$ cat config.mk
export PLATFORM = sky130hd
export DESIGN_NAME = ysyx_25060170_mem_arbiter_flat
export DESIGN_NICKNAME = d
export VERILOG_FILES = /design/src/rtl/ysyx_25060170_mem_arbiter_if.sv /design/src/rtl/ysyx_25060170_mem_arbiter.sv /design/src/flat_wrapper.sv
export SDC_FILE = /design/constraint.sdc
export NUM_CORES = 1
export LEC_CHECK = 0
export BUFFER_PORTS_ARGS = -buffer_cell sky130_fd_sc_hd__buf_2
export CAP_MARGIN = 30
export CORE_AREA = 2 2 106 108
export DETAILED_ROUTE_END_ITERATION = 10
export DIE_AREA = 0 0 108 110
export PLACE_DENSITY = 0.68
export SLEW_MARGIN = 15
export SYNTH_ARGS = -nofsm -noshare
export SYNTH_HDL_FRONTEND = slang
export SYNTH_SLANG_ARGS = --single-unit
$ cat constraint.sdc
create_clock -name clk -period 1.9 [get_ports clk]
set_clock_uncertainty 0.1 [all_clocks]
set_input_delay 0.19 -clock clk [delete_from_list [all_inputs] [get_ports clk]]
set_output_delay 0.19 -clock clk [all_outputs]
set_load 0.02 [all_outputs]
$ cat src/rtl/ysyx_25060170_mem_arbiter_if.sv
// Bus bundle for the ysyx_25060170 memory arbiter.
// Carries the IFU request/response, LSU request/response and the shared
// memory port. The arbiter owns the memory port, so it takes the master
// view; the requesters and the memory together form the slave view.
interface ysyx_25060170_mem_arbiter_if #(
    parameter int ADDR_W = 32,
    parameter int DATA_W = 32
);
    // IFU side
    logic                  ifu_req_valid;
    logic                  ifu_req_ready;
    logic [ADDR_W-1:0]     ifu_addr;
    logic                  ifu_rsp_valid;
    logic [DATA_W-1:0]     ifu_rsp_data;
    // LSU side
    logic                  lsu_req_valid;
    logic                  lsu_req_ready;
    logic [ADDR_W-1:0]     lsu_addr;
    logic                  lsu_wen;
    logic [DATA_W-1:0]     lsu_wdata;
    logic [DATA_W/8-1:0]   lsu_wmask;
    logic                  lsu_rsp_valid;
    logic [DATA_W-1:0]     lsu_rsp_data;
    // Memory side
    logic                  mem_req_valid;
    logic                  mem_req_ready;
    logic [ADDR_W-1:0]     mem_addr;
    logic                  mem_wen;
    logic [DATA_W-1:0]     mem_wdata;
    logic [DATA_W/8-1:0]   mem_wmask;
    logic                  mem_rsp_valid;
    logic [DATA_W-1:0]     mem_rsp_data;

    modport master (
        input  ifu_req_valid, ifu_addr,
        output ifu_req_ready, ifu_rsp_valid, ifu_rsp_data,
        input  lsu_req_valid, lsu_addr, lsu_wen, lsu_wdata, lsu_wmask,
        output lsu_req_ready, lsu_rsp_valid, lsu_rsp_data,
        output mem_req_valid, mem_addr, mem_wen, mem_wdata, mem_wmask,
        input  mem_req_ready, mem_rsp_valid, mem_rsp_data
    );

    modport slave (
        output ifu_req_valid, ifu_addr,
        input  ifu_req_ready, ifu_rsp_valid, ifu_rsp_data,
        output lsu_req_valid, lsu_addr, lsu_wen, lsu_wdata, lsu_wmask,
        input  lsu_req_ready, lsu_rsp_valid, lsu_rsp_data,
        input  mem_req_valid, mem_addr, mem_wen, mem_wdata, mem_wmask,
        output mem_req_ready, mem_rsp_valid, mem_rsp_data
    );
endinterface

$ cat src/rtl/ysyx_25060170_mem_arbiter.sv
// Two-requester memory arbiter: IFU (read-only) and LSU (read/write) share
// one memory port, one transaction at a time (IDLE -> REQ -> RSP).
// Optional feature: define YSYX_25060170_ARB_RR_EN for round-robin
// arbitration on contention; otherwise the LSU always wins.
module ysyx_25060170_mem_arbiter #(
    parameter int ADDR_W = 32,
    parameter int DATA_W = 32
) (
    input  logic                          clk,
    input  logic                          rst,
    ysyx_25060170_mem_arbiter_if.master   bus
);
    localparam int MASK_W = DATA_W / 8;

    typedef enum logic [1:0] {S_IDLE, S_REQ, S_RSP} state_t;
    typedef enum logic {OWN_IFU = 1'b0, OWN_LSU = 1'b1} owner_t;

    state_t              r_state;
    state_t              w_next_state;
    owner_t              r_owner;
    owner_t              r_last_owner;
    logic [ADDR_W-1:0]   r_addr;
    logic                r_wen;
    logic [DATA_W-1:0]   r_wdata;
    logic [MASK_W-1:0]   r_wmask;

    logic                w_grant_ifu;
    logic                w_grant_lsu;
    logic                w_mem_req_valid;
    logic                w_ifu_rsp_valid;
    logic                w_lsu_rsp_valid;
    logic                w_rsp_fire;

    // Next-state, arbitration and handshake outputs; reset silences all of them
    always_comb begin
        w_next_state    = r_state;
        w_grant_ifu     = 1'b0;
        w_grant_lsu     = 1'b0;
        w_mem_req_valid = 1'b0;
        w_ifu_rsp_valid = 1'b0;
        w_lsu_rsp_valid = 1'b0;
        w_rsp_fire      = 1'b0;
        case (r_state)
            S_IDLE: begin
`ifdef YSYX_25060170_ARB_RR_EN
                if (bus.ifu_req_valid && bus.lsu_req_valid) begin
                    w_grant_lsu = (r_last_owner == OWN_IFU);
                    w_grant_ifu = (r_last_owner == OWN_LSU);
                end else begin
                    w_grant_lsu = bus.lsu_req_valid;
                    w_grant_ifu = bus.ifu_req_valid;
                end
`else
                w_grant_lsu = bus.lsu_req_valid;
                w_grant_ifu = bus.ifu_req_valid && !bus.lsu_req_valid;
`endif
                if (w_grant_ifu || w_grant_lsu) begin
                    w_next_state = S_REQ;
                end
            end
            S_REQ: begin
                w_mem_req_valid = 1'b1;
                if (bus.mem_req_ready) begin
                    w_next_state = S_RSP;
                end
            end
            S_RSP: begin
                if (bus.mem_rsp_valid) begin
                    w_rsp_fire      = 1'b1;
                    w_ifu_rsp_valid = (r_owner == OWN_IFU);
                    w_lsu_rsp_valid = (r_owner == OWN_LSU);
                    w_next_state    = S_IDLE;
                end
            end
            default: w_next_state = S_IDLE;
        endcase
        if (rst) begin
            w_next_state    = S_IDLE;
            w_grant_ifu     = 1'b0;
            w_grant_lsu     = 1'b0;
            w_mem_req_valid = 1'b0;
            w_ifu_rsp_valid = 1'b0;
            w_lsu_rsp_valid = 1'b0;
            w_rsp_fire      = 1'b0;
        end
    end

    // State, owner and last-owner registers
    always_ff @(posedge clk) begin
        if (rst) begin
            r_state      <= S_IDLE;
            r_owner      <= OWN_IFU;
            r_last_owner <= OWN_IFU;
        end else begin
            r_state <= w_next_state;
            if (w_grant_lsu) begin
                r_owner <= OWN_LSU;
            end else if (w_grant_ifu) begin
                r_owner <= OWN_IFU;
            end
            if (w_rsp_fire) begin
                r_last_owner <= r_owner;
            end
        end
    end

    // Capture the winner's payload; it stays put until the next grant
    always_ff @(posedge clk) begin
        if (rst) begin
            r_addr  <= '0;
            r_wen   <= 1'b0;
            r_wdata <= '0;
            r_wmask <= '0;
        end else if (w_grant_lsu) begin
            r_addr  <= bus.lsu_addr;
            r_wen   <= bus.lsu_wen;
            r_wdata <= bus.lsu_wdata;
            r_wmask <= bus.lsu_wmask;
        end else if (w_grant_ifu) begin
            r_addr  <= bus.ifu_addr;
            r_wen   <= 1'b0;
            r_wdata <= '0;
            r_wmask <= '0;
        end
    end

    assign bus.ifu_req_ready = w_grant_ifu;
    assign bus.lsu_req_ready = w_grant_lsu;
    assign bus.ifu_rsp_valid = w_ifu_rsp_valid;
    assign bus.lsu_rsp_valid = w_lsu_rsp_valid;
    assign bus.ifu_rsp_data  = bus.mem_rsp_data;
    assign bus.lsu_rsp_data  = bus.mem_rsp_data;
    assign bus.mem_req_valid = w_mem_req_valid;
    assign bus.mem_addr      = r_addr;
    assign bus.mem_wen       = r_wen;
    assign bus.mem_wdata     = r_wdata;
    assign bus.mem_wmask     = r_wmask;
endmodule

$ cat src/flat_wrapper.sv
// flat-port wrapper written by rule: the top's interface ports become plain ports
module ysyx_25060170_mem_arbiter_flat 
#(
    parameter int ADDR_W = 32,
    parameter int DATA_W = 32
)
  (clk, rst, bus_ifu_req_valid, bus_ifu_addr, bus_ifu_req_ready, bus_ifu_rsp_valid, bus_ifu_rsp_data, bus_lsu_req_valid, bus_lsu_addr, bus_lsu_wen, bus_lsu_wdata, bus_lsu_wmask, bus_lsu_req_ready, bus_lsu_rsp_valid, bus_lsu_rsp_data, bus_mem_req_valid, bus_mem_addr, bus_mem_wen, bus_mem_wdata, bus_mem_wmask, bus_mem_req_ready, bus_mem_rsp_valid, bus_mem_rsp_data);
  ysyx_25060170_mem_arbiter_if #(.ADDR_W(ADDR_W), .DATA_W(DATA_W)) bus_i ();
  input  logic clk;
  input  logic rst;
  input wire logic [$bits(bus_i.ifu_req_valid)-1:0] bus_ifu_req_valid;
  input wire logic [$bits(bus_i.ifu_addr)-1:0] bus_ifu_addr;
  output wire logic [$bits(bus_i.ifu_req_ready)-1:0] bus_ifu_req_ready;
  output wire logic [$bits(bus_i.ifu_rsp_valid)-1:0] bus_ifu_rsp_valid;
  output wire logic [$bits(bus_i.ifu_rsp_data)-1:0] bus_ifu_rsp_data;
  input wire logic [$bits(bus_i.lsu_req_valid)-1:0] bus_lsu_req_valid;
  input wire logic [$bits(bus_i.lsu_addr)-1:0] bus_lsu_addr;
  input wire logic [$bits(bus_i.lsu_wen)-1:0] bus_lsu_wen;
  input wire logic [$bits(bus_i.lsu_wdata)-1:0] bus_lsu_wdata;
  input wire logic [$bits(bus_i.lsu_wmask)-1:0] bus_lsu_wmask;
  output wire logic [$bits(bus_i.lsu_req_ready)-1:0] bus_lsu_req_ready;
  output wire logic [$bits(bus_i.lsu_rsp_valid)-1:0] bus_lsu_rsp_valid;
  output wire logic [$bits(bus_i.lsu_rsp_data)-1:0] bus_lsu_rsp_data;
  output wire logic [$bits(bus_i.mem_req_valid)-1:0] bus_mem_req_valid;
  output wire logic [$bits(bus_i.mem_addr)-1:0] bus_mem_addr;
  output wire logic [$bits(bus_i.mem_wen)-1:0] bus_mem_wen;
  output wire logic [$bits(bus_i.mem_wdata)-1:0] bus_mem_wdata;
  output wire logic [$bits(bus_i.mem_wmask)-1:0] bus_mem_wmask;
  input wire logic [$bits(bus_i.mem_req_ready)-1:0] bus_mem_req_ready;
  input wire logic [$bits(bus_i.mem_rsp_valid)-1:0] bus_mem_rsp_valid;
  input wire logic [$bits(bus_i.mem_rsp_data)-1:0] bus_mem_rsp_data;
  assign bus_i.ifu_req_valid = bus_ifu_req_valid;
  assign bus_i.ifu_addr = bus_ifu_addr;
  assign bus_ifu_req_ready = bus_i.ifu_req_ready;
  assign bus_ifu_rsp_valid = bus_i.ifu_rsp_valid;
  assign bus_ifu_rsp_data = bus_i.ifu_rsp_data;
  assign bus_i.lsu_req_valid = bus_lsu_req_valid;
  assign bus_i.lsu_addr = bus_lsu_addr;
  assign bus_i.lsu_wen = bus_lsu_wen;
  assign bus_i.lsu_wdata = bus_lsu_wdata;
  assign bus_i.lsu_wmask = bus_lsu_wmask;
  assign bus_lsu_req_ready = bus_i.lsu_req_ready;
  assign bus_lsu_rsp_valid = bus_i.lsu_rsp_valid;
  assign bus_lsu_rsp_data = bus_i.lsu_rsp_data;
  assign bus_mem_req_valid = bus_i.mem_req_valid;
  assign bus_mem_addr = bus_i.mem_addr;
  assign bus_mem_wen = bus_i.mem_wen;
  assign bus_mem_wdata = bus_i.mem_wdata;
  assign bus_mem_wmask = bus_i.mem_wmask;
  assign bus_i.mem_req_ready = bus_mem_req_ready;
  assign bus_i.mem_rsp_valid = bus_mem_rsp_valid;
  assign bus_i.mem_rsp_data = bus_mem_rsp_data;
  ysyx_25060170_mem_arbiter #(.ADDR_W(ADDR_W), .DATA_W(DATA_W)) u_core (.clk(clk), .rst(rst), .bus(bus_i));
endmodule
==> key figures <==
Run status
  • Status: finished, final reports clean

Place
  • Final HPWL DP: 7.08 mm
  • GP Congestion: 0.760
  • Port bufs: 180
  • Setup WS pre-CTS: 205 ps

GRT
  • Overflow after GRT: 0
  • Vias in the first global route: 3,010
  • Initial antenna violation count: 0
  • Gr usage total: 16.8%
  • Global-route wire length before repair: 15.2 mm
  • Pin count of the biggest net entering global routing: 38

Flow run
  • Max_cap viols: 0

Yosys
  • Ys Warns: 0
  • Cell Area, Synth: 3430 um2
  • Sequential area share after synthesis: 42.1%
  • Mean Syn Cell Area: 10.9 um2
  • #FFs+latches synth: 72
  • Syn nets: 454
  • Cell variety after synth: 24
  • Post-Synthesis Cells: 315

Drt
  • 1st-iter DRT viols: 114
  • Met1 Wirelength: 3.98 mm
  • DR WL/cell: 17.2 um
  • Vias per std cell: 4.82
  • Top Layer Used: met4
  • DRT antenna net count: 0
  • Drt drc: 0
  • DR pass1 iterations: 4
  • Vias: 2,939
  • Detailed Route WL: 10.5 mm
  • Met3 WL: 1.05 mm
  • Met2 routed WL: 5.28 mm

Worst hold path
  • Worst hold path type: input port to flip-flop
  • Worst hold stages: 3

Clock network
  • CTS sink count: 72
  • TritonCTS clock tree: yes
  • Reg clk slew, reported paths: 90 ps
  • CTS Buf Count: 9
  • Clk Latency, worst-skew pair: 350 ps
  • Max clock buf depth: 2
  • H-tree depth: 3
  • Clk root buf: clkbuf_8

Die
  • Core Region: 10,700 um2
  • Initial Util: 32.0%
  • Die area: 11,900 um2
  • IO Pins: 277
  • Die Ht: 110 um
  • Die Wd: 108 um
  • Row Count: 38

Worst setup path
  • Reg-to-reg slack, setup: 270 ps
  • CP endpoint: bus_lsu_req_ready
  • CP endpoint kind: output pin
  • Crit Path Max Fanout: 19
  • R2r endpoint: u_core.r_state[1]
  • Critical path startpoint category: flip-flop
  • CP arrival: 1490 ps
  • FF-to-FF path depth: 3
  • Critical Path RT: 1610 ps
  • FF-to-FF Start: u_core.r_state[0]
  • Crit path launch: u_core.r_state[1]
  • CP Class: flip-flop to output pin

Timing
  • Tmin final: 1780 ps
  • Max-slew violations: 0
  • RSZ-0062 raised after global routing: no
  • Relative slew slack: 63.1%
  • Final Hold Vio Count: 0
  • Setup violators final: 0
  • Least-Margin Pin Slew: 553 ps
  • Setup ws final: 116 ps
  • Max Fclk: 0.561 GHz
  • Final period util: 93.9%
  • Setup TNS: 0 ps

Layout
  • Commonest non-fill, non-tap cells in the layout: 180 x buf_2, 71 x dfxtp_1, 39 x dlygate4sd3_1
  • Fraction of layout instances using a drive strength above 1: 51.9%
  • Filler Cell Count: 990
  • Final Util: 42.9%
  • ANT cells: 0
  • Most common cell after layout, fill and taps aside: buf_2
  • P&R area growth vs syn: 34.0%
  • Final net count: 604

Power and ir drop
  • VDD IR-drop max: 0.377 mV
  • Tot Pwr: 3.89 mW
  • Cell area power density: 847 nW/um2
  • Leak Pwr: 2.19 nW
-- flip-flops by register name, indices dropped and copies added, names as in the netlist --
signal	cells
u_core.bus.mem_addr	32
u_core.bus.mem_wdata	32
u_core.bus.mem_wen	1
u_core.bus.mem_wmask	4
u_core.r_owner	1
u_core.r_state	2
-- cell type report --
cell class | instances | area, um2 | share of cell area [%]
Timing Repair Buffer | 230 | 1420 | 31.0
Multi-Input combinational cell | 152 | 1360 | 29.7
Clock buffer | 10 | 138 | 3.00
Tap cell | 140 | 175 | 3.81
Sequential cell | 72 | 1440 | 31.4
Clock inverter | 6 | 50.0 | 1.09
-- metal layers --
| layer | vias to the layer above | track usage [%] |
|---|---|---|
| met5 | - | 0 |
| met1 | 1361 | 17.7 |
| met3 | 14 | 6.76 |
| met2 | 185 | 29.9 |
| met4 | 0 | 6.78 |
| li1 | 1379 | - |
-- repair_timing --
| item | CTS | global route |
|---|---|---|
| endpoints found under the setup margin | 1 | 1 |
| hold endpoints to repair | 38 | 0 |
| hold buffers | 39 | 0 |
| buffers inserted | 0 | 1 |
| gates cloned | 1 | 0 |
| pin swaps | 1 | 1 |
| resized for setup | 0 | 1 |
-- worst min-delay path by stage --
stage	end	start
CTS	u_core.r_owner	bus_ifu_req_valid
global placement	bus_lsu_rsp_data[2]	bus_mem_rsp_data[2]
finish	u_core.r_owner	bus_ifu_req_valid
global route	u_core.r_owner	bus_ifu_req_valid
floorplan	u_core.bus.mem_wdata[0]	bus_lsu_wdata[0]
detailed placement	bus_lsu_rsp_data[2]	bus_mem_rsp_data[2]
-- cells in the mapped netlist --
master	instances	area share [%]
buf_4	67	15
buf_2	5	0.73
nand3b_1	1	0.22
clkbuf_1	11	1.2
or3b_1	1	0.26
dfxtp_1	72	42
and2_4	1	0.26
and2_1	1	0.18
buf_1	2	0.22
nor2_1	2	0.22
nor4bb_1	2	0.58
a211oi_2	30	11
nor3b_1	2	0.44
nand2_1	1	0.11
nor2b_1	1	0.18
nor4b_2	1	0.44
a21oi_1	35	5.1
mux2i_1	32	9.3
buf_6	6	2.0
a211oi_1	2	0.44
or2_1	1	0.18
a21oi_4	1	0.47
a22o_1	37	9.5
a21bo_2	1	0.29
-- cells by family (layout without fill, tap and decap cells) --
family / count (synthesis) / after routing / synth area share [%]
muxes: 32 / 32 / 9.35
DFF: 72 / 72 / 42.1
and+or+nand+nor: 14 / 14 / 3.07
AOI/OAI and AO/OA: 106 / 106 / 26.7
buffers and inverters: 91 / 246 / 18.8
-- metrics by stage --
| step | area, um2 | hold slack [ps] | instances |
|---|---|---|---|
| floorplan | 3430 | 223 | 315 |
| global placement | 3970 | 280 | 553 |
| detailed placement | 3970 | 280 | 553 |
| CTS | 4580 | 27.5 | 609 |
| global route | 4590 | 49.2 | 610 |
| finish | 4590 | 49.7 | 610 |
-- critical path: stages (launching register included) --
cell	delay (ps)
dfxtp_2	380
nor4b_4	380
buf_12	200
buf_2	170
-- where the power goes --
group | switching [mW] | internal [mW]
clock network | 0.634 | 0.526
registers | 0.0816 | 1.65
logic | 0.559 | 0.442
Note: power is estimated with default switching activity, not from simulation.
